===== src/rtl/dmem_arbiter_pkg.sv =====
// dmem_arbiter_pkg: lock state encoding, default starvation limit and saturating increment
package dmem_arbiter_pkg;
  localparam logic RUN = 1'b0;
  localparam logic LOCKED = 1'b1;
  localparam int STARVE_LIMIT_DEF = 4;
  function automatic logic [31:0] sat_inc(input logic [31:0] v, input logic [31:0] max);
    return v >= max ? v : v + 32'd1;
  endfunction
endpackage


===== src/rtl/dmem_arbiter_sat_counter.sv =====
// dmem_arbiter_sat_counter: counter with clear priority, saturating at MAX
module dmem_arbiter_sat_counter import dmem_arbiter_pkg::*; #(
  parameter int W = 32,
  parameter logic [W-1:0] MAX = '1
) (
  input  logic         clk,
  input  logic         rst,
  input  logic         inc,
  input  logic         clr,
  output logic [W-1:0] q
);
  always_ff @(posedge clk or posedge rst)
    if (rst) q <= '0;
    else if (clr) q <= '0;
    else if (inc) q <= W'(sat_inc(32'(q), 32'(MAX)));
endmodule


===== src/rtl/dmem_arbiter.sv =====
// dmem_arbiter: shares one data memory port between the core and a host, with starvation guard and host lock
module dmem_arbiter import dmem_arbiter_pkg::*; #(
  parameter int AW = 32,
  parameter int DW = 32,
  parameter int STARVE_LIMIT = STARVE_LIMIT_DEF,
  parameter int CW = 32
) (
  input  logic          clk,
  input  logic          rst,
  input  logic          core_req,
  input  logic          core_we,
  input  logic [AW-1:0] core_addr,
  input  logic [DW-1:0] core_wdata,
  output logic [DW-1:0] core_rdata,
  output logic          core_stall,
  output logic          core_hold,
  input  logic          host_valid,
  output logic          host_ready,
  input  logic          host_we,
  input  logic [AW-1:0] host_addr,
  input  logic [DW-1:0] host_wdata,
  output logic          host_rvalid,
  output logic [DW-1:0] host_rdata,
  input  logic          lock_req,
  output logic          lock_ack,
  output logic          mem_en,
  output logic          mem_we,
  output logic [AW-1:0] mem_addr,
  output logic [DW-1:0] mem_wdata,
  input  logic [DW-1:0] mem_rdata,
  output logic [CW-1:0] cnt_core,
  output logic [CW-1:0] cnt_host,
  output logic [CW-1:0] cnt_stall
);
  logic          r_state;
  logic          r_host_rvalid;
  logic [DW-1:0] r_host_rdata;
  logic [7:0]    w_starve;
  logic          w_locked, w_gnt_host, w_gnt_core;
  assign w_locked   = r_state == LOCKED;
  assign w_gnt_host = !rst && host_valid && (w_locked || !core_req || w_starve == 8'(STARVE_LIMIT));
  assign w_gnt_core = !rst && core_req && !w_gnt_host && !w_locked;
  assign core_stall = !rst && core_req && !w_gnt_core;
  assign core_hold  = w_locked;
  assign lock_ack   = w_locked;
  assign host_ready = w_gnt_host;
  assign mem_en     = w_gnt_host || w_gnt_core;
  assign mem_we     = w_gnt_host ? host_we : w_gnt_core && core_we;
  assign mem_addr   = w_gnt_host ? host_addr : w_gnt_core ? core_addr : '0;
  assign mem_wdata  = w_gnt_host ? host_wdata : w_gnt_core ? core_wdata : '0;
  assign core_rdata = w_gnt_core ? mem_rdata : '0;
  assign host_rvalid = r_host_rvalid;
  assign host_rdata  = r_host_rdata;
  always_ff @(posedge clk or posedge rst)
    if (rst) r_state <= RUN;
    else r_state <= lock_req ? LOCKED : RUN;
  always_ff @(posedge clk or posedge rst)
    if (rst) begin
      r_host_rvalid <= 1'b0;
      r_host_rdata  <= '0;
    end else begin
      r_host_rvalid <= w_gnt_host && !host_we;
      if (w_gnt_host && !host_we) r_host_rdata <= mem_rdata;
    end
  dmem_arbiter_sat_counter #(.W(8), .MAX(8'(STARVE_LIMIT))) u_starve (
    .clk(clk), .rst(rst), .inc(1'b1), .clr(w_gnt_host || !host_valid), .q(w_starve));
  dmem_arbiter_sat_counter #(.W(CW)) u_cnt_core (
    .clk(clk), .rst(rst), .inc(w_gnt_core), .clr(1'b0), .q(cnt_core));
  dmem_arbiter_sat_counter #(.W(CW)) u_cnt_host (
    .clk(clk), .rst(rst), .inc(w_gnt_host), .clr(1'b0), .q(cnt_host));
  dmem_arbiter_sat_counter #(.W(CW)) u_cnt_stall (
    .clk(clk), .rst(rst), .inc(core_stall), .clr(1'b0), .q(cnt_stall));
endmodule


===== config.mk =====
export PLATFORM = sky130hd
export DESIGN_NAME = dmem_arbiter
export DESIGN_NICKNAME = d
export VERILOG_FILES = /design/src/rtl/dmem_arbiter_pkg.sv /design/src/rtl/dmem_arbiter_sat_counter.sv /design/src/rtl/dmem_arbiter.sv
export SDC_FILE = /design/constraint.sdc
export NUM_CORES = 1
export LEC_CHECK = 0
export CAP_MARGIN = 10
export CORE_AREA = 4 4 153 155
export CTS_CLUSTER_DIAMETER = 40
export CTS_CLUSTER_SIZE = 14
export DETAILED_ROUTE_END_ITERATION = 7
export DIE_AREA = 0 0 157 159
export PLACE_DENSITY = 0.72
export SYNTH_ARGS = -nofsm -noshare
export SYNTH_HDL_FRONTEND = slang
export SYNTH_SLANG_ARGS = --single-unit

===== constraint.sdc =====
create_clock -name clk -period 8.8 [get_ports clk]
set_input_delay 2.2 -clock clk [delete_from_list [all_inputs] [get_ports clk]]
set_output_delay 2.2 -clock clk [all_outputs]
set_load 0.01 [all_outputs]

# Word level (Yosys, flattened, before mapping)
# Cells that the tools add are included.
[word_totals]
inputBits = 167
reg_bits = 138
word_cells = 51
[op_classes]
n_reduce_logical = 22
eq_ne = 2
n_lt_le_gt_ge = 4
n_mux = 9
n_bitwise = 3
n_addsub = 4
[ops]
columns = ["op", "n"]
rows = [
  ["two-way mux 32 bit", 5],
  ["adder 32 x 1 -> 32 bit (second input constant)", 3],
  [">= comparator 32 bit (second input constant)", 3],
  ["two-way mux 8 bit", 2],
  ["adder 8 x 1 -> 8 bit (second input constant)", 1],
  ["== test 8 x 3 -> 1 bit (second input constant)", 1],
  [">= comparator 8 x 3 -> 1 bit (second input constant)", 1],
  ["logical AND 1 bit", 8],
  ["logical NOT 1 bit", 7],
  ["AND reduction 2 bit", 3],
  ["logical OR 1 bit", 4],
  ["NOT 1 bit", 3],
  ["two-way mux 1 bit", 2],
  ["inequality test 2 x 1 -> 1 bit (second input constant)", 1],
]

# Depth between registers and ports, before layout
[logic_depth]
word_depth = 10
depth_mapped = 10
depth_no_buf = 8

# Modules after synthesis
# A second synthesis with hierarchy kept.
[unflattened]
hier_cells = 834
area_unflattened_um2 = 8360.5
[by_module_without_submodules]
columns = ["mod", "seq_area_each_um2", "cells_per_inst", "area_per_inst_um2", "instances"]
rows = [
  ["dmem_arbiter_sat_counter at u_cnt_core ...", 800.8, 202, 1923.1, 3],
  ["dmem_arbiter", 850.8, 199, 2228.4, 1],
  ["dmem_arbiter_sat_counter at u_starve", 200.2, 29, 362.8, 1],
]

# Least setup slack after synthesis
# No wires, ideal clock.
[synth_path]
kind = "input-to-output"
from = "input rst"
to = "output mem_wdata[24]"
path_buffers = 2
setup_slack_ps = 236
path_stages = 7
required_ps = 6600
arrival_ps = 6364
cell_sequence = "inv_1 > nand2_1 > or2_2 > clkbuf_1 > inv_2 > clkbuf_1 > a22o_1"
[synth_between]
elab_chain_cells = 8
elab_cells_between_ends = 9
[synth_rtl]
columns = ["element", "line_no", "rtl"]
rows = [
  ["from (decl)", "dmem_arbiter.sv:9", "input logic rst,"],
  ["logical NOT 1 bit (no line) *", "n/a", ""],
  ["logical AND 1 bit * (2 in a row)", "dmem_arbiter.sv:41", "assign w_gnt_host = !rst && host_valid && (w_locked || !core_req || w_starve == 8'(STARVE_LIMIT));"],
  ["named net host_ready", "dmem_arbiter.sv:18", "output logic host_ready,"],
  ["logical NOT 1 bit", "dmem_arbiter.sv:42", "assign w_gnt_core = !rst && core_req && !w_gnt_host && !w_locked;"],
  ["logical AND 1 bit (2 in a row)", "dmem_arbiter.sv:42", ""],
  ["two-way mux 32 bit", "dmem_arbiter.sv:50", "assign mem_wdata = w_gnt_host ? host_wdata : w_gnt_core ? core_wdata : '0;"],
  ["two-way mux 32 bit *", "dmem_arbiter.sv:50", ""],
  ["to (decl)", "dmem_arbiter.sv:29", "output logic [DW-1:0] mem_wdata,"],
]
# The timed path passes the listed nets; every way through them passes the cells marked *.

# Worst setup path in the final report
[layout_path]
from = "input rst"
to = "output mem_addr[22]"
[layout_between]
elab_chain_cells = 8
elab_cells_between_ends = 9
[layout_rtl]
columns = ["element", "line_no", "rtl"]
rows = [
  ["logical NOT 1 bit (no line) *", "n/a", ""],
  ["logical AND 1 bit (2 in a row)", "dmem_arbiter.sv:41", ""],
  ["logical NOT 1 bit", "dmem_arbiter.sv:42", ""],
  ["logical AND 1 bit (2 in a row)", "dmem_arbiter.sv:42", ""],
  ["two-way mux 32 bit", "dmem_arbiter.sv:49", "assign mem_addr = w_gnt_host ? host_addr : w_gnt_core ? core_addr : '0;"],
  ["two-way mux 32 bit *", "dmem_arbiter.sv:49", ""],
  ["to (decl)", "dmem_arbiter.sv:28", "output logic [AW-1:0] mem_addr,"],
]
# Mark *: on every way between the ends. The rest lies on a longest branch, timed or not.

==> reports/qor.txt <==
Status -> finished clean
Die Ht -> 159 um
Routed WL -> 27.8 mm
Vias -> 6823
Starting DRC count in detailed routing -> 365
Worst setup path category -> input port to primary output
Fin crit period -> 7450 ps
Syn Area/Cell -> 10.9 um2
Clock-pin slew on the worst setup and hold paths -> 70 ps
Core region area -> 21800 um2
Final hold vios -> 0
Hold_ws -> 492 ps
Post-Route Setup TNS -> 0 ps
Critical path peak fanout -> 47
CTS max path bufs -> 2
Worst-Skew Late Latency -> 420 ps
DRT Pass-1 Iters -> 5
P_leak -> 0.00494 uW
Dpl cell area -> 11400 um2
Num ports -> 398
TritonCTS clock tree -> built
Max cap viols -> 0
Ys async rst share -> 100%
Synth Net Count -> 829
Post-Syn Area -> 7150 um2
Worst Clk Skew -> 14.8 ps
Vias in the first global route -> 6980
Layout cells sized above 1 -> 8.31%
# nets final -> 1218
Primary FF master, synth -> dfrtp_1
Slew HR -> 23.4%
Mapped Cells -> 657
Post-CTS Hold Buffers -> 0
Area Growth Syn to Fin -> 67.7%
Largest net degree at the start of global routing -> 82
WP data arrival -> 5250 ps
Register area share after synthesis -> 48.3%
Drt drc -> 0
Fin cells -> 1339
Synth warnings -> 0
IR drop worst, VDD -> 0.121 mV
CP Capture Type -> primary output
Die Wd -> 157 um
RSZ-0062 raised after global routing -> no
Crit start category -> input port
Die area -> 25000 um2
Setup bufs post-CTS -> 0
Design area -> 12000 um2
Initial Util -> 32.8%
CTS root buf -> clkbuf_16
Diode count -> 0
Req. time, crit path -> 6600 ps
WHS Path Cells -> 1
#FFs+latches synth -> 138
Placed Cells -> 1307
Setup slack after layout -> 1350 ps
HP Class -> flip-flop to flip-flop
HPWL after DPL -> 21.4 mm
Total CTS buffers -> 17
EDFF count, synth -> 0
FF-to-FF path depth -> 9
CTS sink cnt -> 138
Port-buffer cells -> 397
Avg WL per Cell -> 20.8 um
Gr usage total -> 21.3%
Quantity of gates resized following cts -> 0
Fmax -> 134 MHz
First-pass GRT wire length -> 41.8 mm
H-tree depth -> 4
Commonest non-fill, non-tap cell in the layout -> clkdlybuf4s50_1
GP Congestion -> 0.900
Initial antenna violation count -> 1
Overflow after GRT -> 0
Distinct cells, synth -> 50
Row count -> 54
Pwr Density -> 165 nW/um2
Worst Max-Slew Pin Slew -> 1150 ps
Final setup viols -> 0
Routed vias/inst -> 5.10
Most frequent cells in the layout -> clkdlybuf4s50_1 (397), dfrtp_1 (138), xnor2_1 (65), a22o_1 (64), nand4_1 (51)
Pins Over Slew Limit -> 0
Antenna Nets Post-Route -> 0
Placement Setup Slack -> 1370 ps
Tcrit/Tclk final -> 84.7%
worst max-delay path, stage by stage:
cell             delay, ps
clkdlybuf4s50_1        540
nor3b_1                390
o31a_2                 970
buf_4                  400
a22o_1                 180
clkdlybuf4s50_1        550
cells in the mapped netlist, drive strengths merged, types with 24 or more instances:
library cell	instances	area, um2
nand4	52	332
nand3	30	150
and2	40	250
mux2	35	394
xnor2	65	569
nor2	27	104
xor2	28	245
nand2	29	109
a22o	64	561
dfrtp	138	3450
and3	24	150
clkbuf	25	93.8
stage by stage:
step | power (uW) | utilization (%)
floorplan | 953 | -
global placement | 1270 | 52.2
detailed placement | 1270 | 52.2
CTS | 2000 | 54.9
global route | 2070 | 54.9
finish | 1980 | 54.9
worst paths after layout:
kind / end / startpoint / slack [ps]
setup / recovery: mem_addr[22] / rst / 1350
hold / removal: u_cnt_stall.q[14] / u_cnt_stall.q[14] / 490
setup reg to reg: u_cnt_host.q[1] / u_starve.q[0] / 5820
hold reg to reg: u_cnt_stall.q[14] / u_cnt_stall.q[14] / 490
max in group asynchronous: u_cnt_core.q[7] / rst / 4810
min in group asynchronous: u_cnt_stall.q[24] / rst / 2640
layout make-up:
cell class              instances  area (um2)
inverters                      12        50.0
clock buffers                  18         429
flip-flops and latches        138        3450
repair buffers                405        4030
fillers                      1938        9830
clock inverters                14         161
multi-input cells             472        3510
well taps                     280         350
routing by layer:
layer | part of all wire [%] | vias up | track usage [%]
li1 | - | 3189 | -
met1 | 40 | 3319 | 25.8
met5 | 0.047 | - | 0
met2 | 49 | 278 | 36.6
met4 | 2.0 | 2 | 5.44
met3 | 8.4 | 35 | 6.80
power breakdown:
| group | internal, uW | switching (uW) | leakage, uW |
|---|---|---|---|
| registers | 703 | 67.4 | 0.00182 |
| clock network | 424 | 296 | 0.000279 |
| logic | 293 | 196 | 0.00284 |
| total | 1420 | 560 | 0.00494 |
cell families after synthesis:
family	synth area share, %
AND/OR/NAND/NOR	21.4
flip-flops	48.3
XOR/XNOR	11.4
AO/OA/AOI/OAI	9.73
buffers and inverters	2.64
multiplexers	5.65
adder cells (fa/ha/maj)	0.875
state kept, by name, summed over array words and instances (netlist names):
register       flops
core_hold          1
host_rdata        32
host_rvalid        1
u_cnt_core.q      32
u_cnt_host.q      32
u_cnt_stall.q     32
u_starve.q         8
(Power assumes the default switching activity.)
